File: src/rtl/conv_pkg.sv
// conv_pkg: scheduler state encoding, default layer geometry and width helpers
// Shared by the window counter and the layer scheduler.
package conv_pkg;

  localparam int SIZE_D      = 7;
  localparam int SIZEKER_D   = 3;
  localparam int WIDTH_BIT_D = 8;
  localparam int NFILT_D     = 4;

  typedef enum logic [2:0] {
    IDLE,
    ISSUE,
    WAIT,
    WRITE,
    FINISH
  } state_t;

  // Accumulator width of a k x k window of wb-bit products
  function automatic int accw(input int wb, input int k);
    return 2 * wb + $clog2(k * k);
  endfunction

  // Index width that stays legal for a single-entry range
  function automatic int idxw(input int n);
    return (n > 1) ? $clog2(n) : 1;
  endfunction

endpackage

File: src/rtl/win_counter.sv
// win_counter: nested col/row/filt window index counter, col fastest
// Ports: clock, reset, clear, advance in; row, col, filt, last out.
module win_counter
  import conv_pkg::*;
#(
  parameter int OUT   = 5,
  parameter int NFILT = 4,
  localparam int RW   = idxw(OUT),
  localparam int FW   = idxw(NFILT)
) (
  input  logic          clock,
  input  logic          reset,
  input  logic          clear,
  input  logic          advance,
  output logic [RW-1:0] row,
  output logic [RW-1:0] col,
  output logic [FW-1:0] filt,
  output logic          last
);

  localparam logic [RW-1:0] CMAX = RW'(OUT - 1);
  localparam logic [FW-1:0] FMAX = FW'(NFILT - 1);

  logic col_end;
  logic row_end;
  logic filt_end;

  assign col_end  = (col == CMAX);
  assign row_end  = (row == CMAX);
  assign filt_end = (filt == FMAX);
  assign last     = col_end && row_end && filt_end;

  always_ff @(posedge clock) begin
    if (reset || clear) begin
      row  <= '0;
      col  <= '0;
      filt <= '0;
    end else if (advance) begin
      if (!col_end) begin
        col <= col + RW'(1);
      end else begin
        col <= '0;
        if (!row_end) begin
          row <= row + RW'(1);
        end else begin
          row  <= '0;
          filt <= filt_end ? '0 : filt + FW'(1);
        end
      end
    end
  end

endmodule

File: src/rtl/conv_layer_sched.sv
// conv_layer_sched: issues every window of every filter to a shared MAC engine,
// applies bias + clamp activation, hands results out over valid/ready.
// Ports: clock/reset, start/busy/done, win_* issue, mac_* return, bias,
// out_* result handshake, err_spurious sticky flag.
module conv_layer_sched
  import conv_pkg::*;
#(
  parameter int SIZE      = SIZE_D,
  parameter int SIZEKER   = SIZEKER_D,
  parameter int WIDTH_BIT = WIDTH_BIT_D,
  parameter int NFILT     = NFILT_D,
  localparam int OUT      = SIZE - SIZEKER + 1,
  localparam int ACCW     = accw(WIDTH_BIT, SIZEKER),
  localparam int RW       = idxw(OUT),
  localparam int FW       = idxw(NFILT)
) (
  input  logic                        clock,
  input  logic                        reset,
  input  logic                        start,
  output logic                        busy,
  output logic                        done,
  output logic                        win_valid,
  output logic [RW-1:0]               win_row,
  output logic [RW-1:0]               win_col,
  output logic [FW-1:0]               filt_idx,
  input  logic                        mac_valid,
  input  logic signed [ACCW-1:0]      mac_result,
  input  logic [NFILT*WIDTH_BIT-1:0]  bias,
  output logic                        out_valid,
  input  logic                        out_ready,
  output logic [RW-1:0]               out_row,
  output logic [RW-1:0]               out_col,
  output logic [FW-1:0]               out_filt,
  output logic signed [WIDTH_BIT-1:0] out_data,
  output logic                        err_spurious
);

  // One extra bit so the bias add can never overflow
  localparam int SW = ACCW + 1;
  localparam logic signed [SW-1:0] MAXV = SW'((1 << (WIDTH_BIT - 1)) - 1);

  state_t state;

  logic [RW-1:0] row;
  logic [RW-1:0] col;
  logic [FW-1:0] filt;
  logic          last;
  logic          clear;
  logic          advance;

  logic signed [WIDTH_BIT-1:0] bias_sel;
  logic signed [SW-1:0]        sum;
  logic signed [WIDTH_BIT-1:0] act;

  assign clear   = (state == IDLE) && start;
  assign advance = (state == WRITE) && out_ready;

  win_counter #(
    .OUT   (OUT),
    .NFILT (NFILT)
  ) u_cnt (
    .clock   (clock),
    .reset   (reset),
    .clear   (clear),
    .advance (advance),
    .row     (row),
    .col     (col),
    .filt    (filt),
    .last    (last)
  );

  assign win_row  = row;
  assign win_col  = col;
  assign filt_idx = filt;

  always_comb begin
    bias_sel = '0;
    for (int i = 0; i < NFILT; i++) begin
      if (filt == FW'(i)) begin
        bias_sel = bias[i*WIDTH_BIT +: WIDTH_BIT];
      end
    end
  end

  assign sum = {mac_result[ACCW-1], mac_result}
             + {{(SW-WIDTH_BIT){bias_sel[WIDTH_BIT-1]}}, bias_sel};

  always_comb begin
    act = sum[WIDTH_BIT-1:0];
    if (sum[SW-1]) begin
      act = '0;
    end else if (sum > MAXV) begin
      act = MAXV[WIDTH_BIT-1:0];
    end
  end

  always_ff @(posedge clock) begin
    if (reset) begin
      state        <= IDLE;
      busy         <= 1'b0;
      done         <= 1'b0;
      win_valid    <= 1'b0;
      out_valid    <= 1'b0;
      err_spurious <= 1'b0;
      out_data     <= '0;
      out_row      <= '0;
      out_col      <= '0;
      out_filt     <= '0;
    end else begin
      done      <= 1'b0;
      win_valid <= 1'b0;
      if (mac_valid && (state != WAIT)) begin
        err_spurious <= 1'b1;
      end
      unique case (state)
        IDLE: begin
          if (start) begin
            state        <= ISSUE;
            busy         <= 1'b1;
            win_valid    <= 1'b1;
            // a stray result in this very cycle still counts
            err_spurious <= mac_valid;
          end
        end
        ISSUE: begin
          state <= WAIT;
        end
        WAIT: begin
          if (mac_valid) begin
            state     <= WRITE;
            out_valid <= 1'b1;
            out_data  <= act;
            out_row   <= row;
            out_col   <= col;
            out_filt  <= filt;
          end
        end
        WRITE: begin
          if (out_ready) begin
            out_valid <= 1'b0;
            if (last) begin
              state <= FINISH;
              busy  <= 1'b0;
              done  <= 1'b1;
            end else begin
              state     <= ISSUE;
              win_valid <= 1'b1;
            end
          end
        end
        FINISH: begin
          state <= IDLE;
        end
        default: begin
          state <= IDLE;
        end
      endcase
    end
  end

endmodule

File: config.mk
export PLATFORM = sky130hd
export DESIGN_NAME = conv_layer_sched
export DESIGN_NICKNAME = d
export VERILOG_FILES = /design/src/rtl/conv_pkg.sv /design/src/rtl/win_counter.sv /design/src/rtl/conv_layer_sched.sv
export SDC_FILE = /design/constraint.sdc
export NUM_CORES = 1
export LEC_CHECK = 0
export CORE_MARGIN = 2
export CORE_UTILIZATION = 36
export DETAILED_ROUTE_END_ITERATION = 10
export GPL_ROUTABILITY_DRIVEN = 0
export SYNTH_ARGS = -nofsm -noshare
export SYNTH_HDL_FRONTEND = slang
export SYNTH_HIERARCHICAL = 1
export SYNTH_SLANG_ARGS = --single-unit
File: constraint.sdc
create_clock -name clock -period 5.1 [get_ports clock]
set_input_delay 1.02 -clock clock [delete_from_list [all_inputs] [get_ports clock]]
set_output_delay 1.02 -clock clock [all_outputs]
set_load 0.01 [all_outputs]
# --- Word level (Yosys, flattened, before mapping) ---
# Cells that the tools add are included.
totals:
  reg_bits: 32
  input_bits: 57
  elab_cells: 79
classes:
  add_sub_neg: 4
  order_cmp: 1
  n_eq_ne: 13
  muxes: 29
  n_bitwise: 2
  n_reduce_logical: 17
ops:
  columns: ["cell", "count"]
  rows:
  - ["two-way mux 8 bit", 6]
  - ["adder 20 x 8 -> 21 bit", 1]
  - ["> comparator 21 x 8 -> 1 bit (second input constant)", 1]
  - ["two-way mux 3 bit", 6]
  - ["two-way mux 1 bit", 12]
  - ["case mux 3 bit (4 select lines)", 1]
  - ["AND reduction 3 bit", 3]
  - ["!= test 2 bit (second input constant)", 4]
  - ["adder 3 x 1 -> 3 bit (second input constant)", 2]
  - ["== test 3 x 2 -> 1 bit (second input constant)", 2]
  - ["== test 3 bit (second input constant)", 2]
  - ["case mux 1 bit (2 select lines)", 3]
  - ["logical AND 1 bit", 5]
  - ["== test 2 bit (second input constant)", 2]
  - ["AND reduction 2 bit", 2]
  - ["AND reduction 4 bit", 1]
  - ["nonzero test 2 bit", 2]
  - ["== test 3 x 1 -> 1 bit (second input constant)", 1]
  - ["logical NOT 3 bit", 1]
  - ["!= test 3 x 2 -> 1 bit (second input constant)", 1]
  - ["OR reduction 3 bit", 1]
  - ["adder 2 x 1 -> 2 bit (second input constant)", 1]
  - ["== test 2 x 1 -> 1 bit (second input constant)", 1]
  - ["logical NOT 2 bit", 1]
  - ["other kinds (3)", 4]

# --- Longest topological paths before layout ---
depth:
  ltp_word: 9
  ltp_mapped: 11

# --- Cells and area by module ---
# The synthesis kept the hierarchy.
by_module_without_submodules:
  columns: ["mod", "n_inst", "cells_each", "area_per_inst_um2", "seq_area_each_um2"]
  rows:
  - ["conv_layer_sched", 1, 281, 2319.7, 480.5]
  - ["win_counter", 1, 47, 415.4, 160.2]

# --- Least setup slack after synthesis ---
# OpenSTA, ideal clock, no wires.
synth_path:
  path_kind: "input to register"
  start: "in bias[24]"
  end: "reg out_data[0]"
  setup_ps: 148
  arrival_time_ps: 3786
  t_required_ps: 4952
  slack_ps: 1166
  path_stages: 10
  n_path_buf: 0
  path_cell_list: "mux4_2 ha_1 fa_1 nand3_1 a211o_2 a211oi_2 o2111a_2 or4_4 a2111oi_4 a22oi_1"
synth_between:
  elab_chain_len: 5
synth_rtl:
  columns: ["item", "line_no", "text"]
  rows:
  - ["start: declaration", "conv_layer_sched.sv:28", "input logic [NFILT*WIDTH_BIT-1:0] bias,"]
  - ["two-way mux 8 bit *", "conv_layer_sched.sv:79", "if (filt == FW'(i)) begin"]
  - ["adder 20 x 8 -> 21 bit *", "conv_layer_sched.sv:86", "+ {{(SW-WIDTH_BIT){bias_sel[WIDTH_BIT-1]}}, bias_sel};"]
  - ["> comparator 21 x 8 -> 1 bit", "conv_layer_sched.sv:92", "end else if (sum > MAXV) begin"]
  - ["two-way mux 8 bit", "conv_layer_sched.sv:92", null]
  - ["two-way mux 8 bit *", "conv_layer_sched.sv:90", "if (sum[SW-1]) begin"]
  - ["end signal: assignment", "conv_layer_sched.sv:132", "out_data <= act;"]
  - ["end: declaration", "conv_layer_sched.sv:34", "output logic signed [WIDTH_BIT-1:0] out_data,"]
# Every way passes the cells marked *; elsewhere a longest branch is shown, timed or not.
# A chain may end at the register's enable or synchronous reset.

# --- Worst setup path after layout ---
# Ends and elaborated chain as after synthesis.

==> metrics <==
status=complete, no violations; antenna viol nets, final=0; register area share after synthesis=23.4%; pre-CTS setup slack=0.495 ns; clock tree root driver cell=clkbuf_8; count of different cell masters after synthesis=65; row count=31; Skew-Pair Late Insertion Delay=0.28 ns; P_leak=0.00139 uW; critical path startpoint category=input port; P_int=533 uW; # diodes=0; Final #Nets=494; most frequent cells in the layout=85 x clkdlybuf4s50_1, 44 x nand2_1, 34 x a21oi_1; Most used DFF post-synth=dfxtp_1; cts repair resizes=0; most common cell after layout, fill and taps aside=clkdlybuf4s50_1; setup ws final=0.797 ns; relative slew slack=48.3%; peak supply drop=0.141 mV; I/O Buffers=85; Mean Syn Cell Area=8.34 sq um; post-place instance area=3680 sq um; area delta synth->final=38.4%; # DRC=0; Worst Skew=0.00341 ns; # setup viols final=0; Syn Inst Count=328; global route total overflow=0; DP Wirelength=5800 um; Final Cycle Share=84.4%; hold buffers post-CTS=0; EDFF count, synth=0; routed len/inst=14.4 um; GRT Total Usage=17.9%; Worst Path Arrival=4.43 ns; RSZ-0062 raised after global routing=no; die height=91.2 um; CP required=5.22 ns; Placeable Area=7290 sq um; initial cell density of the core=37.5%; hold crit path type=reg -> reg; TritonCTS buffer count=5; Mapped Area=2740 sq um; sequential power share=34.5%; Clock Power Share=30.9%; number of top-level pins=86; clock transition at the registers of the reported paths=0.07 ns; Yosys reg bits=32; hold_ws=0.458 ns; DRT Pass-1 Iters=4; setup_tns=0 ns; routed vias/inst=5.48; sw frac=30.4%; Die W=91.2 um; first-pass GRT wire length=12400 um; Starting DRT DRC Count=135; via count=2793; WS Path Type=in -> reg; H-tree depth=2; switching power=233 uW; maxcap violations=0; largest net degree at the start of global routing=22; share of cells above drive strength 1=9.00%; Max clock buf depth=2; clk sinks=32; final instance area=3780 sq um; Worst Tran Pin Value=0.773 ns; crit path capture type=flop; # Post-CTS Setup Buffers=0; PwrDens=202 nW/um^2; crit-path max FO=7; Final Max Slew Viols=0; Total Power Consumption=766 uW; Final Critical Period=4.30 ns; die area=8310 sq um; CTS tree=done; initial antenna violation count=0; ys async rst share=0%; logic gate share of total power=34.6%; Max Clock Freq=0.232 GHz; endpoints failing hold=0; yosys warns=6; drt total wl=7340 um; vias in the first global route=2641; syn_nets=412
[routing by layer]
| layer | wire (um) | share of wire (%) | up-vias | global-route usage [%] |
|---|---|---|---|---|
| met5 | 0 | 0 | - | 0 |
| met4 | 60 | 0.82 | 0 | 3.79 |
| met3 | 383 | 5.2 | 6 | 3.32 |
| met2 | 3340 | 45 | 74 | 28.5 |
| met1 | 3560 | 49 | 1309 | 25.2 |
| li1 | - | - | 1404 | - |
[logic make-up after synthesis]
group / after synthesis / synth area share (%)
mux: 14 / 8.78
fa+ha+maj: 27 / 12.6
flops: 32 / 23.4
xor+xnor: 9 / 2.88
simple gates: 109 / 19.3
buf+inv: 26 / 3.66
compound gates: 111 / 29.3
[area by class of cell]
class / count / area, sq um
clock buffers: 6 / 72.6
clock inverters: 2 / 35.0
fillers: 710 / 3510
inverters: 14 / 52.6
multi-input cells: 270 / 1990
flip-flops and latches: 32 / 641
well taps: 99 / 124
repair buffers: 87 / 866
[registers in the layout, summed over array words and instances, names as in the netlist, 2 cells and up]
register and cells:
out_col 3, u_cnt/row 3, out_row 3, state 3, out_filt 2, u_cnt/filt 2, u_cnt/col 3, out_data 8
[metrics by stage]
stage	util, %	instances
after floorplan	-	328
after global placement	50.4	502
after detailed placement	50.4	502
after CTS	51.9	510
after global routing	51.9	510
final	51.9	510
[synth_stat cells (all sizes together) (3+ instances only)]
cell      n  area share, %
nand2    45            6.3
a31oi     3           0.69
xor2      5            1.6
a22oi     8            2.2
nor4b     3           0.96
a21oi    36            7.1
o21ai    20            3.8
o21a      4            1.1
mux4      8            6.6
nand2b    3           0.69
nand3     9            1.8
nor2     20            2.8
a21o      4            1.1
dfxtp    32             23
xnor2     4            1.3
a211oi    5            1.7
a21boi    3           0.82
ha       26             12
a211o     3            1.0
nor3b     3           0.82
nor3     11            2.0
mux2i     6            2.2
a2111oi   4            2.7
nand4     4           0.91
clkbuf   10            1.4
inv      14            1.9
[critical path, cell delays in order]
cell and delay, ns:
clkdlybuf4s50_1 0.39, mux4_2 0.46, ha_1 0.23, fa_1 0.40, nand3_1 0.16, a211o_2 0.20, a211oi_2 0.11, o2111a_2 0.28
or4_4 0.49, a2111oi_4 0.55, a22oi_1 0.14
[power by group through the flow]
stage	registers, uW	logic [uW]	clock network, uW
after CTS	264	266	247
after global routing	265	293	256
after global placement	270	263	0
final	264	265	237
after detailed placement	270	264	0
after floorplan	269	170	0
[worst paths after layout]
path,from,endpoint,slack (ns),cells past startpoint
worst max-delay path,bias[24],out_data[0],0.80,11
worst min-delay path,out_col[1],out_col[1],0.46,2
worst max register to register,u_cnt/filt[0],out_data[0],1.04,10
worst min register to register,out_col[1],out_col[1],0.46,2
Note: power is estimated with default switching activity, not from simulation.
